### src/rtl/mem_access_unit_pkg.sv
// Shared types and helpers for the memory access unit.
// Contents: mem_op_t (MEM stage operation), state_t (access FSM states),
// op_bytes() (access size in bytes), is_store(), ZeroWord, NOPRegAddr.
package mem_access_unit_pkg;

  typedef enum logic [3:0] {
    MEM_NONE = 4'd0,
    MEM_LB   = 4'd1,
    MEM_LH   = 4'd2,
    MEM_LW   = 4'd3,
    MEM_LBU  = 4'd4,
    MEM_LHU  = 4'd5,
    MEM_SB   = 4'd6,
    MEM_SH   = 4'd7,
    MEM_SW   = 4'd8
  } mem_op_t;

  typedef enum logic [1:0] {
    ST_IDLE   = 2'd0,
    ST_ACCESS = 2'd1,
    ST_DONE   = 2'd2
  } state_t;

  localparam logic [31:0] ZeroWord   = 32'h0000_0000;
  localparam logic [4:0]  NOPRegAddr = 5'd0;

  function automatic logic [2:0] op_bytes(input mem_op_t op);
    case (op)
      MEM_LB, MEM_LBU, MEM_SB: op_bytes = 3'd1;
      MEM_LH, MEM_LHU, MEM_SH: op_bytes = 3'd2;
      MEM_LW, MEM_SW:          op_bytes = 3'd4;
      default:                 op_bytes = 3'd0;
    endcase
  endfunction

  function automatic logic is_store(input mem_op_t op);
    return (op == MEM_SB) || (op == MEM_SH) || (op == MEM_SW);
  endfunction

endpackage

### src/rtl/mem_access_unit_if.sv
// Narrow handshaked memory bus between the access unit and memory.
// master: the access unit (drives req/we/addr/wdata, receives rdata/ack).
// slave:  the memory side.
// A beat completes on a cycle where mem_req_o and mem_ack_i are both high.
interface mem_access_unit_if #(
  parameter int ADDR_W = 32,
  parameter int BUS_W  = 8
);
  logic              mem_req_o;
  logic              mem_we_o;
  logic [ADDR_W-1:0] mem_addr_o;
  logic [BUS_W-1:0]  mem_wdata_o;
  logic [BUS_W-1:0]  mem_rdata_i;
  logic              mem_ack_i;

  modport master (
    output mem_req_o, mem_we_o, mem_addr_o, mem_wdata_o,
    input  mem_rdata_i, mem_ack_i
  );

  modport slave (
    input  mem_req_o, mem_we_o, mem_addr_o, mem_wdata_o,
    output mem_rdata_i, mem_ack_i
  );
endinterface

### src/rtl/mem_access_unit_load_extend.sv
// Combinational load-data extension.
// Ports: op  - load operation selecting width and signedness
//        raw - assembled little-endian load bytes
//        ext - sign/zero extended result (LW passes raw through)
module mem_access_unit_load_extend
  import mem_access_unit_pkg::*;
#(
  parameter int XLEN = 32
) (
  input  mem_op_t         op,
  input  logic [XLEN-1:0] raw,
  output logic [XLEN-1:0] ext
);

  always_comb begin
    ext = raw;
    case (op)
      MEM_LB:  ext = {{(XLEN-8){raw[7]}}, raw[7:0]};
      MEM_LBU: ext = {{(XLEN-8){1'b0}}, raw[7:0]};
      MEM_LH:  ext = {{(XLEN-16){raw[15]}}, raw[15:0]};
      MEM_LHU: ext = {{(XLEN-16){1'b0}}, raw[15:0]};
      default: ext = raw;
    endcase
  end

endmodule

### src/rtl/mem_access_unit.sv
// MEM stage: forwards ALU results or performs loads/stores as multi-beat
// transfers on a narrow memory bus, stalling upstream until retirement.
// Ports: clk, rst (synchronous, active-high)
//        ex_*          : instruction from EX/MEM, ex_ready_o accepts (IDLE only)
//        bus           : mem_access_unit_if.master memory bus
//        stall_o       : !ex_ready_o
//        wb_valid_o, rd_o, wdata_o, wreg_o : registered result to WB
//        exc_o         : misaligned-access pulse
// Build option: define MEM_MISALIGN_TRAP_EN to trap misaligned half/word
// accesses instead of masking the low address bits.
//
// state  | meaning
// IDLE   | ready; NONE ops retire here with one-cycle latency
// ACCESS | issuing bus beats, one per ack
// DONE   | result presented to WB next cycle, then back to IDLE
module mem_access_unit
  import mem_access_unit_pkg::*;
#(
  parameter int XLEN       = 32,
  parameter int ADDR_W     = 32,
  parameter int BUS_W      = 8,
  parameter int REG_ADDR_W = 5
) (
  input  logic                  clk,
  input  logic                  rst,
  input  logic                  ex_valid_i,
  output logic                  ex_ready_o,
  input  logic [REG_ADDR_W-1:0] rd_i,
  input  logic [XLEN-1:0]       wdata_i,
  input  logic                  wreg_i,
  input  mem_op_t               mem_op_i,
  input  logic [XLEN-1:0]       store_data_i,
  mem_access_unit_if.master     bus,
  output logic                  stall_o,
  output logic                  wb_valid_o,
  output logic [REG_ADDR_W-1:0] rd_o,
  output logic [XLEN-1:0]       wdata_o,
  output logic                  wreg_o,
  output logic                  exc_o
);

  localparam logic [2:0] BPB     = 3'(BUS_W / 8);
  localparam int         BEAT_SH = $clog2(BUS_W / 8);

  state_t                state_q, state_d;
  mem_op_t               op_q;
  logic [ADDR_W-1:0]     base_q;
  logic [XLEN-1:0]       wdata_q, sdata_q, acc_q;
  logic [REG_ADDR_W-1:0] rd_q;
  logic                  wreg_q, trap_q;
  logic [2:0]            beat_q, beats_q;

  logic                  accept, is_mem, trap_now, beat_done, last_beat;
  logic [2:0]            bytes_in, beats_in;
  logic [1:0]            lowmask;
  logic [ADDR_W-1:0]     addr_in;
  logic [XLEN-1:0]       sdata_in, ext_data;
  logic [7:0]            bit_off;

  logic                  wb_valid_d, wreg_d, exc_d;
  logic [REG_ADDR_W-1:0] rd_d;
  logic [XLEN-1:0]       wdata_d;

  assign accept   = (state_q == ST_IDLE) && ex_valid_i;
  assign is_mem   = (mem_op_i != MEM_NONE);
  assign bytes_in = op_bytes(mem_op_i);
  assign beats_in = (bytes_in > BPB) ? (bytes_in >> BEAT_SH) : 3'd1;
  assign lowmask  = 2'(bytes_in - 3'd1);
  assign addr_in  = ADDR_W'(wdata_i) & ~ADDR_W'(lowmask);

`ifdef MEM_MISALIGN_TRAP_EN
  assign trap_now = is_mem && ((wdata_i[1:0] & lowmask) != 2'b00);
`else
  assign trap_now = 1'b0;
`endif

  // Narrow stores only carry their own bytes; upper lanes of a wide beat read as zero.
  always_comb begin
    sdata_in = store_data_i;
    case (mem_op_i)
      MEM_SB:  sdata_in = XLEN'(store_data_i[7:0]);
      MEM_SH:  sdata_in = XLEN'(store_data_i[15:0]);
      default: sdata_in = store_data_i;
    endcase
  end

  // Beat k covers bytes [k*BPB +: BPB] of the access, little-endian.
  assign bit_off   = {5'd0, beat_q} << $clog2(BUS_W);
  assign beat_done = (state_q == ST_ACCESS) && bus.mem_ack_i;
  assign last_beat = (beat_q == beats_q - 3'd1);

  assign bus.mem_req_o   = (state_q == ST_ACCESS);
  assign bus.mem_we_o    = (state_q == ST_ACCESS) && is_store(op_q);
  assign bus.mem_addr_o  = base_q + (ADDR_W'(beat_q) << BEAT_SH);
  assign bus.mem_wdata_o = BUS_W'(sdata_q >> bit_off);

  assign ex_ready_o = (state_q == ST_IDLE);
  assign stall_o    = !ex_ready_o;

  mem_access_unit_load_extend #(.XLEN(XLEN)) u_load_extend (
    .op  (op_q),
    .raw (acc_q),
    .ext (ext_data)
  );

  always_comb begin
    state_d    = state_q;
    wb_valid_d = 1'b0;
    rd_d       = rd_o;
    wdata_d    = wdata_o;
    wreg_d     = wreg_o;
    exc_d      = 1'b0;
    case (state_q)
      ST_IDLE: begin
        if (ex_valid_i) begin
          if (!is_mem) begin
            wb_valid_d = 1'b1;
            rd_d       = rd_i;
            wdata_d    = wdata_i;
            wreg_d     = wreg_i;
          end else if (trap_now) begin
            state_d = ST_DONE;
          end else begin
            state_d = ST_ACCESS;
          end
        end
      end
      ST_ACCESS: begin
        if (beat_done && last_beat) state_d = ST_DONE;
      end
      ST_DONE: begin
        wb_valid_d = 1'b1;
        rd_d       = rd_q;
        wdata_d    = (is_store(op_q) || trap_q) ? wdata_q : ext_data;
        wreg_d     = wreg_q && !is_store(op_q) && !trap_q;
        exc_d      = trap_q;
        state_d    = ST_IDLE;
      end
      default: state_d = ST_IDLE;
    endcase
  end

  always_ff @(posedge clk) begin
    if (rst) begin
      state_q    <= ST_IDLE;
      wb_valid_o <= 1'b0;
      rd_o       <= REG_ADDR_W'(NOPRegAddr);
      wdata_o    <= XLEN'(ZeroWord);
      wreg_o     <= 1'b0;
      exc_o      <= 1'b0;
    end else begin
      state_q    <= state_d;
      wb_valid_o <= wb_valid_d;
      rd_o       <= rd_d;
      wdata_o    <= wdata_d;
      wreg_o     <= wreg_d;
      exc_o      <= exc_d;
    end
  end

  always_ff @(posedge clk) begin
    if (rst) begin
      op_q    <= MEM_NONE;
      base_q  <= '0;
      wdata_q <= '0;
      sdata_q <= '0;
      acc_q   <= '0;
      rd_q    <= '0;
      wreg_q  <= 1'b0;
      trap_q  <= 1'b0;
      beat_q  <= 3'd0;
      beats_q <= 3'd0;
    end else begin
      if (accept && is_mem) begin
        op_q    <= mem_op_i;
        base_q  <= addr_in;
        wdata_q <= wdata_i;
        sdata_q <= sdata_in;
        acc_q   <= '0;
        rd_q    <= rd_i;
        wreg_q  <= wreg_i;
        trap_q  <= trap_now;
        beat_q  <= 3'd0;
        beats_q <= beats_in;
      end
      if (beat_done) begin
        acc_q <= acc_q | (XLEN'(bus.mem_rdata_i) << bit_off);
        if (!last_beat) beat_q <= beat_q + 3'd1;
      end
    end
  end

endmodule

### src/flat_wrapper.sv
// flat-port wrapper written by rule: the top's interface ports become plain ports
module mem_access_unit_flat import mem_access_unit_pkg::*;
#(
  parameter int XLEN       = 32,
  parameter int ADDR_W     = 32,
  parameter int BUS_W      = 8,
  parameter int REG_ADDR_W = 5
)
  (clk, rst, ex_valid_i, ex_ready_o, rd_i, wdata_i, wreg_i, mem_op_i, store_data_i, stall_o, wb_valid_o, rd_o, wdata_o, wreg_o, exc_o, bus_mem_req_o, bus_mem_we_o, bus_mem_addr_o, bus_mem_wdata_o, bus_mem_rdata_i, bus_mem_ack_i);
  mem_access_unit_if #(.ADDR_W(ADDR_W), .BUS_W(BUS_W)) bus_i ();
  input  logic clk;
  input  logic rst;
  input  logic ex_valid_i;
  output logic ex_ready_o;
  input  logic [REG_ADDR_W-1:0] rd_i;
  input  logic [XLEN-1:0] wdata_i;
  input  logic wreg_i;
  input  mem_op_t mem_op_i;
  input  logic [XLEN-1:0] store_data_i;
  output logic stall_o;
  output logic wb_valid_o;
  output logic [REG_ADDR_W-1:0] rd_o;
  output logic [XLEN-1:0] wdata_o;
  output logic wreg_o;
  output logic exc_o;
  output wire logic [$bits(bus_i.mem_req_o)-1:0] bus_mem_req_o;
  output wire logic [$bits(bus_i.mem_we_o)-1:0] bus_mem_we_o;
  output wire logic [$bits(bus_i.mem_addr_o)-1:0] bus_mem_addr_o;
  output wire logic [$bits(bus_i.mem_wdata_o)-1:0] bus_mem_wdata_o;
  input wire logic [$bits(bus_i.mem_rdata_i)-1:0] bus_mem_rdata_i;
  input wire logic [$bits(bus_i.mem_ack_i)-1:0] bus_mem_ack_i;
  assign bus_mem_req_o = bus_i.mem_req_o;
  assign bus_mem_we_o = bus_i.mem_we_o;
  assign bus_mem_addr_o = bus_i.mem_addr_o;
  assign bus_mem_wdata_o = bus_i.mem_wdata_o;
  assign bus_i.mem_rdata_i = bus_mem_rdata_i;
  assign bus_i.mem_ack_i = bus_mem_ack_i;
  mem_access_unit #(.XLEN(XLEN), .ADDR_W(ADDR_W), .BUS_W(BUS_W), .REG_ADDR_W(REG_ADDR_W)) u_core (.clk(clk), .rst(rst), .ex_valid_i(ex_valid_i), .ex_ready_o(ex_ready_o), .rd_i(rd_i), .wdata_i(wdata_i), .wreg_i(wreg_i), .mem_op_i(mem_op_i), .store_data_i(store_data_i), .bus(bus_i), .stall_o(stall_o), .wb_valid_o(wb_valid_o), .rd_o(rd_o), .wdata_o(wdata_o), .wreg_o(wreg_o), .exc_o(exc_o));
endmodule
### config.mk
export PLATFORM = sky130hd
export DESIGN_NAME = mem_access_unit_flat
export DESIGN_NICKNAME = d
export VERILOG_FILES = /design/src/rtl/mem_access_unit_pkg.sv /design/src/rtl/mem_access_unit_if.sv /design/src/rtl/mem_access_unit_load_extend.sv /design/src/rtl/mem_access_unit.sv /design/src/flat_wrapper.sv
export SDC_FILE = /design/constraint.sdc
export NUM_CORES = 1
export LEC_CHECK = 0
export ABC_AREA = 0
export BUFFER_PORTS_ARGS = -buffer_cell sky130_fd_sc_hd__buf_2
export CORE_ASPECT_RATIO = 0.9
export CORE_MARGIN = 5
export CORE_UTILIZATION = 30
export CTS_BUF_LIST = sky130_fd_sc_hd__clkbuf_4 sky130_fd_sc_hd__clkbuf_8 sky130_fd_sc_hd__clkbuf_16
export CTS_CLUSTER_DIAMETER = 150
export DETAILED_ROUTE_END_ITERATION = 16
export GPL_ROUTABILITY_DRIVEN = 0
export GPL_TIMING_DRIVEN = 0
export PLACE_DENSITY = 0.46
export SETUP_SLACK_MARGIN = 0.5
export SLEW_MARGIN = 15
export SYNTH_ARGS = -nofsm -noshare
export SYNTH_HDL_FRONTEND = slang
export SYNTH_SLANG_ARGS = --single-unit
export TNS_END_PERCENT = 10
### constraint.sdc
create_clock -name clk -period 3.1 [get_ports clk]
set_input_delay 0 -clock clk [delete_from_list [all_inputs] [get_ports clk]]
set_output_delay 0 -clock clk [all_outputs]
set_load 0.01 [all_outputs]
Word-level counts from Yosys, hierarchy flattened
Memories as Yosys holds them, arrays and structs flattened.
Cells that the tools add are included.
{"block": "word_totals", "ff_bits": 185, "elab_cells": 82, "n_memories": 1, "inputBits": 86, "rom_bits": 48, "out_inout_bits": 84}
{"block": "op_classes", "reduce_logical": 16, "bitwise_logic": 3, "n_mux": 25, "eq_ne": 16, "n_lt_le_gt_ge": 1, "n_shift": 2, "addsub": 4}
{"memory": "(no name shown)", "words": 16, "word_bits": 3, "read_ports": 1, "rd_ports_with_merged_regs": 0, "wr": 0, "line": "mem_access_unit_pkg.sv:28", "source": "case (op)"}
{"cell": "$mux W32", "n": 5}
{"cell": "$pmux W32 S2", "n": 2}
{"cell": "$pmux W32 S4", "n": 1}
{"cell": "$add A32 B3 Y32", "n": 1}
{"cell": "$and A32 B32 Y32", "n": 1}
{"cell": "$not A2 Y32", "n": 1}
{"cell": "$or A32 B32 Y32", "n": 1}
{"cell": "$shl A8 B6 Y32", "n": 1}
{"cell": "$shr A32 B6 Y8", "n": 1}
{"cell": "$eq A4 B3 Y1 const B", "n": 6}
{"cell": "$mux W3", "n": 4}
{"cell": "$mux W5", "n": 2}
{"cell": "$pmux W5 S2", "n": 1}
{"cell": "$logic_and A1 B1 Y1", "n": 6}
{"cell": "$mux W2", "n": 3}
{"cell": "$ne A2 B2 Y1 const B", "n": 3}
{"cell": "$reduce_and A3 Y1", "n": 2}
{"cell": "$eq A4 B1 Y1 const B", "n": 1}
{"cell": "$eq A4 B2 Y1 const B", "n": 1}
{"cell": "$eq A4 B4 Y1 const B", "n": 1}
{"cell": "$mux W1", "n": 4}
{"cell": "$pmux W1 S2", "n": 2}
{"cell": "$pmux W2 S2", "n": 1}
{"cell": "$reduce_bool A2 Y1", "n": 2}
{"cell": "12 further kinds", "n": 14}

Depth between registers and ports, before layout
Gate-level depths: netlist of run 1.
{"block": "logic_depth", "ltp_word": 6, "mapped_depth": 9}

Hierarchy
Synthesis of run 1 repeated with hierarchy kept, for this count alone.
{"block": "hier_totals", "cells_unflattened": 876, "hier_area_um2": 7372.1}
{"module": "mem_access_unit", "cells_per_inst": 831, "seq_area_each_um2": 3103.0, "instances": 1, "area_each_um2": 7038.0}
{"module": "mem_access_unit_load_extend", "cells_per_inst": 45, "seq_area_each_um2": 0.0, "instances": 1, "area_each_um2": 334.1}

Least setup slack after synthesis of run 1
OpenSTA, ideal clock, no wires.
{"block": "synth_path", "path_type": "register to output", "from": "register u_core.beat_q[0]", "to": "output port bus_mem_addr_o[26]", "stages_incl_launch_ff": 9, "arrival_time_ps": 1969, "slack_ps": 1131, "path_cell_list": "dfxtp_1 -> ha_1 -> inv_1 -> fa_1 -> nor2b_1 -> o2111ai_1 -> clkbuf_1 -> nor3b_1 -> xor2_1"}
{"block": "synth_between", "elab_chain_len": 1}
{"item": "start, declared", "line": "mem_access_unit.sv:51", "source": "logic [2:0] beat_q, beats_q;"}
{"item": "start signal, assigned", "line": "mem_access_unit.sv:188", "source": "if (!last_beat) beat_q <= beat_q + 3'd1;"}
{"item": "$add A32 B3 Y32", "line": "mem_access_unit.sv:94", "source": "assign bus.mem_addr_o = base_q + (ADDR_W'(beat_q) << BEAT_SH);"}
{"item": "end, declared", "line": "flat_wrapper.sv:28", "source": "output wire logic [$bits(bus_i.mem_addr_o)-1:0] bus_mem_addr_o;"}
Every way passes these cells.

Worst setup path after layout of run 1
{"block": "layout_path", "from": "register u_core.beat_q[0]", "to": "output port bus_mem_addr_o[28]"}
Same word-level chain as after synthesis.

==> impl_metrics.yaml, run 1 <==
cells_and_area:
  post-route-util_pct: 41.84
  nets_finish: 1228
  post_route_cells_drive_above_1_share_pct: 23.85
  layout-area-overhead-vs-synth_pct: 38.21
  layout_common_cells: "sky130_fd_sc_hd__buf_2 (189), sky130_fd_sc_hd__dfxtp_1 (152), sky130_fd_sc_hd__nand2_1 (140), sky130_fd_sc_hd__a21oi_1 (109), sky130_fd_sc_hd__dlygate4sd3_1 (84)"
  mostFrequentLayoutCell: "sky130_fd_sc_hd__buf_2"
critical_path:
  setup.worst_path.end: "bus_mem_addr_o[28]"
  worst-path-max-fanout: 8
  crit_chain: "ha_4 -> inv_1 -> fa_2 -> nor2b_4 -> o2111ai_4 -> buf_8 -> nor3b_2 -> xor2_1 -> buf_2"
  timing.critical_path.from_type: "flop"
  timing.rr.end: "u_core.acc_q[23]"
  cell_depth_of_the_worst_flop_to_flop_path: 6
  timing.critical_path.slowest_stage_cell: "sky130_fd_sc_hd__dfxtp_4"
  critical_path.startpoint: "u_core.beat_q[0]"
  critical_path_class: "flop to output port"
  cp_data_required_time_ns: 3.10
  crit_arrival_ns: 2.52
  worst_setup_path_end_kind: "output port"
  critical_path.max_stage_delay_ns: 0.38
  reg2reg_from: "u_core.state_q[0]"
  r2r_slack_ns: 0.78
grt:
  grt_antenna_before_repair: 3
  globalRouteOverflowTotal: 0
  grt_first_pass_wirelength_mm: 41.97
  first_global_vias: 7307
  global_route.usage.total_pct: 19.53
  grt_start_max_net_pins: 17
sta:
  maxSlewViolCount: 0
  worstMarginPinSlew_ns: 1.137
  clock-skew-final_ns: 0.01168
  period_share_pct: 81.34
  number_of_failing_setup_endpoints_in_the_final_timing_report: 0
  layout_min_cycle_time_ns: 2.522
  grt_setup_unrepaired: "true"
  worst_slew_margin_rel_pct: 23.76
  report.final.hold_viol_count: 0
  fmaxAchievable_ghz: 0.3966
drt:
  drc: 0
  detail_route.iter0.violations: 387
  detail_routed_net_length_per_standard_cell_um: 18.84
  avgViaCountPerCell: 5.006
  vias: 7309
  routed_wl_mm: 27.51
  route.antenna.remaining_nets: 0
  detail_route.first_pass.iterations: 5
clock_network:
  clk_path_buf_depth: 2
  h_tree_level_count: 4
  tritoncts.num_buffers: 17
  clk_pin_slew_worst_paths_ns: 0.06
  cts_root_buffer: "sky130_fd_sc_hd__clkbuf_16"
  clkLatencyLatePin_ns: 0.43
  clock_tree_from_tritoncts: "yes"
  clock_sinks: 155
job:
  reported_max_cap_violation_count: 0
status:
  outcome: "finished, final reports clean"
floorplan:
  vertical_extent_of_the_die_um: 158.0
  initial_utilization_pct: 30.27
  floorplan.io_pins: 170
  fp-row-count: 54
  die_outline_area_um2: 27560
  die_w_um: 174.5
  placeableCoreArea_um2: 24120
logic_synthesis:
  dominant_combinational_cell_family_by_area_after_synthesis: "simple AND/OR/NAND/NOR gates"
  synth_enable_flop_cells: 0
  ys_seq_elements: 155
  syn_area_per_cell_um2: 8.451
  synth-xor-area-share_pct: 4.284
  synth.yosys.seq_area_share_pct: 42.49
  synth.mux.area_fraction_pct: 6.443
  synth_compound_area_share_pct: 18.16
  post_synth_num_cell_types: 57
  synth_cells: 864
  fraction_of_the_mapped_netlist_area_in_adder_cells_pct: 1.131
  synth_simple_gate_area_share_pct: 21.97
  ys.flop_type: "sky130_fd_sc_hd__dfxtp_1"
  ys_async_sr_fraction_pct: 0
  synth-warning-count: 0
  synth.net_count: 956
  syn_area_um2: 7302
placement:
  hpwlAfterDp_mm: 19.65
  portBuffers: 165
power:
  static-leakage-power_nw: 4.268
  p_per_area_nw_per_um2: 489.3
  power_mw: 4.938
  peakVddDrop_uv: 281.8
min_path:
  min_path_type: "input pin to flop"
  hp-start: "ex_valid_i"
routing by layer:
metal  global-route usage [%]  up-vias  part of all wire [%]
li1                         -     3604                     -
met1                    27.16     3501                    48
met2                    31.71      190                    45
met3                    4.346       14                   5.5
met4                    3.392        0                  0.73
met5                        0        -                     0
layout make-up:
type / count / area (um2)
Sequential cell: 155 / 3112
Antenna cell: 3 / 7.507
Buffer: 72 / 366.6
Inverter: 13 / 48.80
Timing Repair Buffer: 253 / 1697
Clock buffer: 20 / 460.4
Multi-Input combinational cell: 624 / 3894
Tap cell: 308 / 385.4
Fill cell: 2463 / 14030
Clock inverter: 12 / 121.4
through the flow:
stage               cells  cell area [um2]  worst slack (ns)  hold slack (ns)   TNS, ns
floorplan             864             7302             1.131           0.1087         0
global placement     1337             8513          -0.03563           0.2534  -0.04413
detailed placement   1339             8557            0.3688           0.2510         0
CTS                  1457            10070            0.4923           0.1279         0
global route         1460            10090            0.4567           0.1717         0
finish               1460            10090            0.5784           0.1465         0
power breakdown:
part / switching [mW] / leakage [nW] / internal, mW
clock network: 0.871 / 0.285 / 1.23
registers: 0.0668 / 1.26 / 2.07
logic: 0.400 / 2.72 / 0.303
cells in the mapped netlist (all sizes together), types with 3 or more instances:
cell / instances / area, um2
clkbuf: 38 / 142.6
a22oi: 10 / 75.07
nand4: 4 / 25.02
ha: 5 / 62.56
a21oi: 110 / 554.3
mux2i: 29 / 290.3
nor2b: 13 / 81.33
a211oi: 37 / 277.8
o21ai: 8 / 40.03
or3b: 5 / 43.79
nor2: 82 / 310.3
xor2: 11 / 96.34
nor3b: 5 / 42.54
and2: 3 / 18.77
and3: 10 / 62.56
nand3b: 7 / 52.55
o32ai: 24 / 210.2
nand2: 141 / 531.8
nor4: 6 / 43.79
inv: 13 / 48.80
nand3: 32 / 160.2
xnor2: 22 / 192.7
and4: 7 / 61.31
nor3: 6 / 30.03
buf: 34 / 207.7
nand2b: 6 / 37.54
a311oi: 12 / 105.1
mux4: 8 / 180.2
dfxtp: 155 / 3103
or3: 3 / 18.77
cell families (layout without fill, tap and decap cells):
family	after synthesis	in the layout
simple gates	338	338
compound gates	208	208
flops	155	155
buf+inv	85	370
mux	37	37
xor+xnor	34	34
fa+ha+maj	6	6
other cells	1	4
timing repair:
item                                    CTS  global route
hold buffers                             84             0
gates resized for setup                  19             8
setup buffers                             2             0
pin swaps                                 2             0
endpoints found under the setup margin   21            17
endpoints found under the hold margin   142             0
worst max-delay path: cells and delay by family (launching register included):
family / cells / cell delay [ns]
buffers and inverters: 3 / 0.42
AND/OR/NAND/NOR: 2 / 0.35
adder cells (fa/ha/maj): 2 / 0.54
XOR/XNOR: 1 / 0.22
flip-flops: 1 / 0.38
AO/OA/AOI/OAI: 1 / 0.18
sequential cells by signal, indices dropped and copies added, names as in the netlist, 4 cells and up:
register / count
u_core.wdata_o: 32
u_core.op_q: 4
u_core.acc_q: 32
u_core.rd_q: 5
u_core.rd_o: 5
u_core.sdata_q: 32
u_core.wdata_q: 32
worst min path at each step:
stage	to	depth (start not counted)
6_report	u_core.op_q[0]	4
2_1_floorplan	u_core.state_q[0]	1
3_3_place_gp	u_core.sdata_q[0]	3
3_5_place_dp	u_core.sdata_q[4]	3
5_1_grt	u_core.op_q[2]	4
4_1_cts	u_core.op_q[0]	4
(Power assumes the default switching activity.)
==> run 2: changes to the inputs <==
--- a/config.mk
+++ b/config.mk
@@ -15,7 +15,7 @@
 export DETAILED_ROUTE_END_ITERATION = 16
 export GPL_ROUTABILITY_DRIVEN = 0
 export GPL_TIMING_DRIVEN = 0
-export PLACE_DENSITY = 0.46
+export PLACE_DENSITY = 0.47
 export SETUP_SLACK_MARGIN = 0.5
 export SLEW_MARGIN = 15
 export SYNTH_ARGS = -nofsm -noshare
==> constraint.sdc (replaced) <==
create_clock -name clk -period 2.1 [get_ports clk]
set_input_delay 0 -clock clk [delete_from_list [all_inputs] [get_ports clk]]
set_output_delay 0 -clock clk [all_outputs]
set_load 0.01 [all_outputs]
==> impl_metrics.yaml, run 2 (synthesized netlist as in run 1, its figures left out) <==
status:
  outcome: "complete, but fails checks"
  violations: "setup timing"
clock_network:
  cts_root_buffer: "sky130_fd_sc_hd__clkbuf_16"
  clkLatencyLatePin_ns: 0.43
  clk_path_buf_depth: 2
  clk_pin_slew_worst_paths_ns: 0.06
  clock_tree_from_tritoncts: "yes"
  tritoncts.num_buffers: 17
  clock_sinks: 155
  h_tree_level_count: 4
power:
  peakVddDrop_uv: 370.4
  p_per_area_nw_per_um2: 660.4
  power_mw: 7.817
  static-leakage-power_nw: 4.981
cells_and_area:
  fin_cells: 1476
  layout_common_cells: "sky130_fd_sc_hd__buf_2 (167), sky130_fd_sc_hd__dfxtp_1 (142), sky130_fd_sc_hd__nand2_1 (87), sky130_fd_sc_hd__dlygate4sd3_1 (86), sky130_fd_sc_hd__nor2_1 (75)"
  post-route-util_pct: 49.07
  mostFrequentLayoutCell: "sky130_fd_sc_hd__buf_2"
  layout-area-overhead-vs-synth_pct: 62.10
  design_area_um2: 11840
  post_route_cells_drive_above_1_share_pct: 43.14
  nets_finish: 1245
drt:
  route.antenna.remaining_nets: 0
  routed_wl_mm: 28.27
  detail_route.iter0.violations: 369
  vias: 7489
  drc: 0
  avgViaCountPerCell: 5.074
  detail_route.first_pass.iterations: 4
  detail_routed_net_length_per_standard_cell_um: 19.15
sta:
  worst_slew_margin_rel_pct: 29.38
  final.setup.worst_slack_ns: -0.3401
  layout_min_cycle_time_ns: 2.440
  setup_total_negative_slack_ns: -5.140
  period_share_pct: 116.2
  grt_setup_unrepaired: "true"
  clock-skew-final_ns: 0.009616
  worstMarginPinSlew_ns: 1.059
  number_of_failing_setup_endpoints_in_the_final_timing_report: 25
  fmaxAchievable_ghz: 0.4098
  worst_hold_slack_ns: 0.05453
  maxSlewViolCount: 0
  report.final.hold_viol_count: 0
grt:
  global_route.usage.total_pct: 19.92
  grt_start_max_net_pins: 17
  first_global_vias: 7343
  grt_first_pass_wirelength_mm: 42.79
  globalRouteOverflowTotal: 0
  grt_antenna_before_repair: 2
floorplan:
  die_w_um: 174.5
  initial_utilization_pct: 30.27
  die_outline_area_um2: 27560
  placeableCoreArea_um2: 24120
  fp-row-count: 54
  floorplan.io_pins: 170
  vertical_extent_of_the_die_um: 158.0
critical_path:
  critical_path_class: "flop to output port"
  crit_chain: "ha_4 -> inv_2 -> fa_2 -> nor2b_4 -> o2111ai_4 -> buf_8 -> nor3b_2 -> xor2_1 -> buf_2"
  critical_path.max_stage_delay_ns: 0.38
  critical_path.startpoint: "u_core.beat_q[0]"
  reg2reg_from: "u_core.op_q[2]"
  worst-path-max-fanout: 5
  cell_depth_of_the_worst_flop_to_flop_path: 7
  timing.critical_path.slowest_stage_cell: "sky130_fd_sc_hd__dfxtp_4"
  worst_setup_path_end_kind: "output port"
  r2r_slack_ns: 0.10
  crit_arrival_ns: 2.44
  timing.critical_path.from_type: "flop"
  cp_data_required_time_ns: 2.10
placement:
  portBuffers: 165
  detailed_place.area_um2: 8661
  place_ws_ns: -0.5698
  hpwlAfterDp_mm: 19.49
  post-place-cells: 1339
min_path:
  hp-start: "mem_op_i[0]"
  number_of_stages_on_the_worst_hold_path: 5
  min_path_type: "input pin to flop"
job:
  reported_max_cap_violation_count: 0
[run 2: cell count changes in the layout (fill, tap and decap cells not counted), sizes merged]
| cell | before | now |
|---|---|---|
| dlygate4sd3 | 84 | 86 |
| bufinv | 2 | 3 |
| clkinv | 6 | 4 |
| clkbuf | 57 | 56 |
| diode | 3 | 2 |
| buf | 204 | 221 |
[run 2: worst paths after layout]
path	end
worst max-delay path	bus_mem_addr_o[28]
worst min-delay path	u_core.beats_q[2]
worst max register to register	u_core.wdata_o[26]
worst min register to register	u_core.rd_q[3]
[run 2: cell type report]
| cell class | count | area, um2 |
|---|---|---|
| tap | 308 | 385.4 |
| clock buffer | 21 | 467.9 |
| inverter | 13 | 48.80 |
| multi-input combinational | 624 | 5006 |
| antenna | 2 | 5.005 |
| clock inverter | 11 | 142.6 |
| timing repair buffer | 270 | 1951 |
| fill | 2321 | 12280 |
| sequential | 155 | 3129 |
| buffer | 72 | 700.7 |
[run 2: routing by layer]
layer | GRT usage, % | wire [um] | vias up
met5 | 0 | 0 | -
met4 | 4.033 | 206 | 0
met3 | 4.346 | 1270 | 16
met2 | 32.86 | 13370 | 170
met1 | 27.13 | 13420 | 3646
li1 | - | - | 3657
[run 2: worst max-delay path, delay by kind of cell, from the launching register on]
kind,cells,cell delay (ns)
buffers and inverters,3,0.41
adder cells (fa/ha/maj),2,0.51
AND/OR/NAND/NOR,2,0.32
flip-flops,1,0.38
XOR/XNOR,1,0.20
AO/OA/AOI/OAI,1,0.19
[run 2: power by group]
group | internal (mW) | switching (mW) | leakage, nW
Combinational | 0.660 | 0.760 | 3.42
Sequential | 3.05 | 0.108 | 1.27
Clock | 1.96 | 1.28 | 0.296
[run 2: what timing repair did]
| item | CTS | global route |
|---|---|---|
| gates resized for setup | 203 | 196 |
| hold buffers | 86 | 0 |
| setup endpoints to repair | 194 | 193 |
| pin swaps | 167 | 141 |
| setup buffers | 8 | 7 |
| cloned | 2 | 0 |
| endpoints found under the hold margin | 143 | 0 |
==> run 3: changes to the inputs <==
--- a/config.mk
+++ b/config.mk
@@ -5,8 +5,9 @@
 export SDC_FILE = /design/constraint.sdc
 export NUM_CORES = 1
 export LEC_CHECK = 0
-export ABC_AREA = 0
 export BUFFER_PORTS_ARGS = -buffer_cell sky130_fd_sc_hd__buf_2
+export CELL_PAD_IN_SITES_DETAIL_PLACEMENT = 1
+export CELL_PAD_IN_SITES_GLOBAL_PLACEMENT = 1
 export CORE_ASPECT_RATIO = 0.9
 export CORE_MARGIN = 5
 export CORE_UTILIZATION = 30
@@ -15,7 +16,7 @@
 export DETAILED_ROUTE_END_ITERATION = 16
 export GPL_ROUTABILITY_DRIVEN = 0
 export GPL_TIMING_DRIVEN = 0
-export PLACE_DENSITY = 0.47
+export PLACE_DENSITY = 0.61
 export SETUP_SLACK_MARGIN = 0.5
 export SLEW_MARGIN = 15
 export SYNTH_ARGS = -nofsm -noshare
==> impl_metrics.yaml, run 3 (synthesized netlist as in run 1, its figures left out) <==
status:
  outcome: "complete, but fails checks"
  violations: "setup timing"
floorplan:
  fp-row-count: 54
  vertical_extent_of_the_die_um: 158.0
  die_outline_area_um2: 27560
  floorplan.io_pins: 170
  die_w_um: 174.5
  placeableCoreArea_um2: 24120
  initial_utilization_pct: 30.27
critical_path:
  critical_path_class: "flop to output port"
  reg2reg_from: "u_core.state_q[0]"
  timing.critical_path.from_type: "flop"
  crit_arrival_ns: 2.50
  crit_chain: "ha_4 -> inv_2 -> fa_2 -> nor2b_4 -> o2111ai_4 -> clkbuf_8 -> nor3b_2 -> xor2_1 -> buf_2"
  critical_path.max_stage_delay_ns: 0.37
  cp_data_required_time_ns: 2.10
  critical_path.startpoint: "u_core.base_q[0]"
  worst-path-max-fanout: 5
  worst_setup_path_end_kind: "output port"
  timing.critical_path.slowest_stage_cell: "sky130_fd_sc_hd__fa_2"
clock_network:
  clk_path_buf_depth: 2
  cts_root_buffer: "sky130_fd_sc_hd__clkbuf_16"
  clkLatencyLatePin_ns: 0.42
  tritoncts.num_buffers: 17
  clock_sinks: 155
  h_tree_level_count: 4
  clock_tree_from_tritoncts: "yes"
  clk_pin_slew_worst_paths_ns: 0.07
placement:
  portBuffers: 165
  post-place-cells: 1339
  hpwlAfterDp_mm: 20.51
cells_and_area:
  fin_cells: 1469
  nets_finish: 1241
  filler_cell_count: 2655
  mostFrequentLayoutCell: "sky130_fd_sc_hd__buf_2"
  num_antenna_cells: 0
  layout-area-overhead-vs-synth_pct: 64.92
  post-route-util_pct: 49.93
  layout_common_cells: "sky130_fd_sc_hd__buf_2 (172), sky130_fd_sc_hd__dfxtp_1 (145), sky130_fd_sc_hd__dlygate4sd3_1 (85), sky130_fd_sc_hd__a21oi_1 (74), sky130_fd_sc_hd__nand2_1 (70)"
  post_route_cells_drive_above_1_share_pct: 47.03
sta:
  report.final.hold_viol_count: 0
  grt_setup_unrepaired: "true"
  fmaxAchievable_ghz: 0.4000
  clock-skew-final_ns: 0.01013
  setup_total_negative_slack_ns: -6.870
  layout_min_cycle_time_ns: 2.500
  final.setup.worst_slack_ns: -0.4003
  period_share_pct: 119.1
  maxSlewViolCount: 0
  worst_slew_margin_rel_pct: 48.26
  worstMarginPinSlew_ns: 0.7760
  number_of_failing_setup_endpoints_in_the_final_timing_report: 26
drt:
  detail_routed_net_length_per_standard_cell_um: 20.66
  drc: 0
  routed_wl_mm: 30.35
  detail_route.first_pass.iterations: 4
  avgViaCountPerCell: 5.146
  vias: 7559
  route.antenna.remaining_nets: 0
  detail_route.iter0.violations: 322
job:
  reported_max_cap_violation_count: 0
grt:
  globalRouteOverflowTotal: 0
  grt_start_max_net_pins: 17
  grt_antenna_before_repair: 0
  first_global_vias: 8017
  grt_first_pass_wirelength_mm: 46.58
  global_route.usage.total_pct: 21.68
power:
  p_per_area_nw_per_um2: 636.6
  static-leakage-power_nw: 4.924
  peakVddDrop_uv: 557.5
  power_mw: 7.666
min_path:
  min_path_type: "input pin to flop"
  hp-start: "mem_op_i[0]"
## run 3: changes by cell type in the layout (fill, tap and decap cells not counted), moves of 7 or more
cell,delta
sky130_fd_sc_hd__o32ai_1,-13
sky130_fd_sc_hd__nand2_1,-17
sky130_fd_sc_hd__a21oi_2,-20
sky130_fd_sc_hd__nand2_4,-8
sky130_fd_sc_hd__nor2_4,+25
sky130_fd_sc_hd__nand3_2,+9
sky130_fd_sc_hd__nand3_4,-10
sky130_fd_sc_hd__a211oi_1,-12
sky130_fd_sc_hd__buf_6,-7
sky130_fd_sc_hd__a21oi_1,+19
sky130_fd_sc_hd__nand2_2,+25
sky130_fd_sc_hd__a211oi_4,+8
sky130_fd_sc_hd__nor2_1,-31
sky130_fd_sc_hd__o32ai_2,+13
## run 3: layout make-up
class / count / area (um2) / share of cell area (%)
clock inverters: 6 / 63.81 / 0.5299
clock buffers: 25 / 504.2 / 4.187
multi-input cells: 624 / 5273 / 43.78
well taps: 308 / 385.4 / 3.200
flip-flops and latches: 155 / 3128 / 25.97
inverters: 13 / 48.80 / 0.4052
plain buffers: 72 / 794.5 / 6.597
repair buffers: 266 / 1846 / 15.32
## run 3: routing by layer
metal	vias to the layer above	share of wire (%)	global-route usage, %
met1	3712	44	27.86
met3	33	5.0	4.561
met5	-	0	0
met4	0	1.8	5.805
met2	179	49	37.28
li1	3635	-	-
## run 3: what timing repair did
action / in CTS / in global routing
setup buffers: 8 / 4
hold buffers: 85 / 0
gates cloned: 2 / 0
endpoints found under the hold margin: 140 / 0
resized for setup: 343 / 123
endpoints found under the setup margin: 194 / 193
pin swaps: 214 / 117
## run 3: worst paths after layout
kind | to | slack [ns] | depth (start not counted)
setup / recovery | bus_mem_addr_o[28] | -0.40 | 9
hold / removal | u_core.beats_q[1] | 0.03 | 5
setup reg to reg | u_core.beats_q[2] | 0.07 | 8
hold reg to reg | u_core.sdata_q[7] | 0.47 | 2
## run 3: power breakdown
part           leakage (nW)  internal (mW)  switching [mW]
clock                 0.280           1.78            1.23
combinational          3.38          0.677           0.805
sequential             1.27           3.05           0.120
## run 3: through the flow
stage | setup WS, ns | hold WS (ns) | instance area, um2
final | -0.4003 | 0.03424 | 12040
after CTS | -0.4229 | 0.001817 | 11480
after global placement | -0.9876 | 0.2516 | 8617
after floorplan | 0.3431 | 0.1087 | 7406
after detailed placement | -0.5829 | 0.2543 | 8658
after global routing | -0.4667 | 0.04959 | 12040
## run 3: critical path: cells and delay by family (launching register included)
family	cells	cell delay, ns
adders and majority gates	2	0.51
buffers and inverters	3	0.43
and+or+nand+nor	2	0.37
DFF	1	0.35
AOI/OAI and AO/OA	1	0.20
xor gates and xnor gates	1	0.20
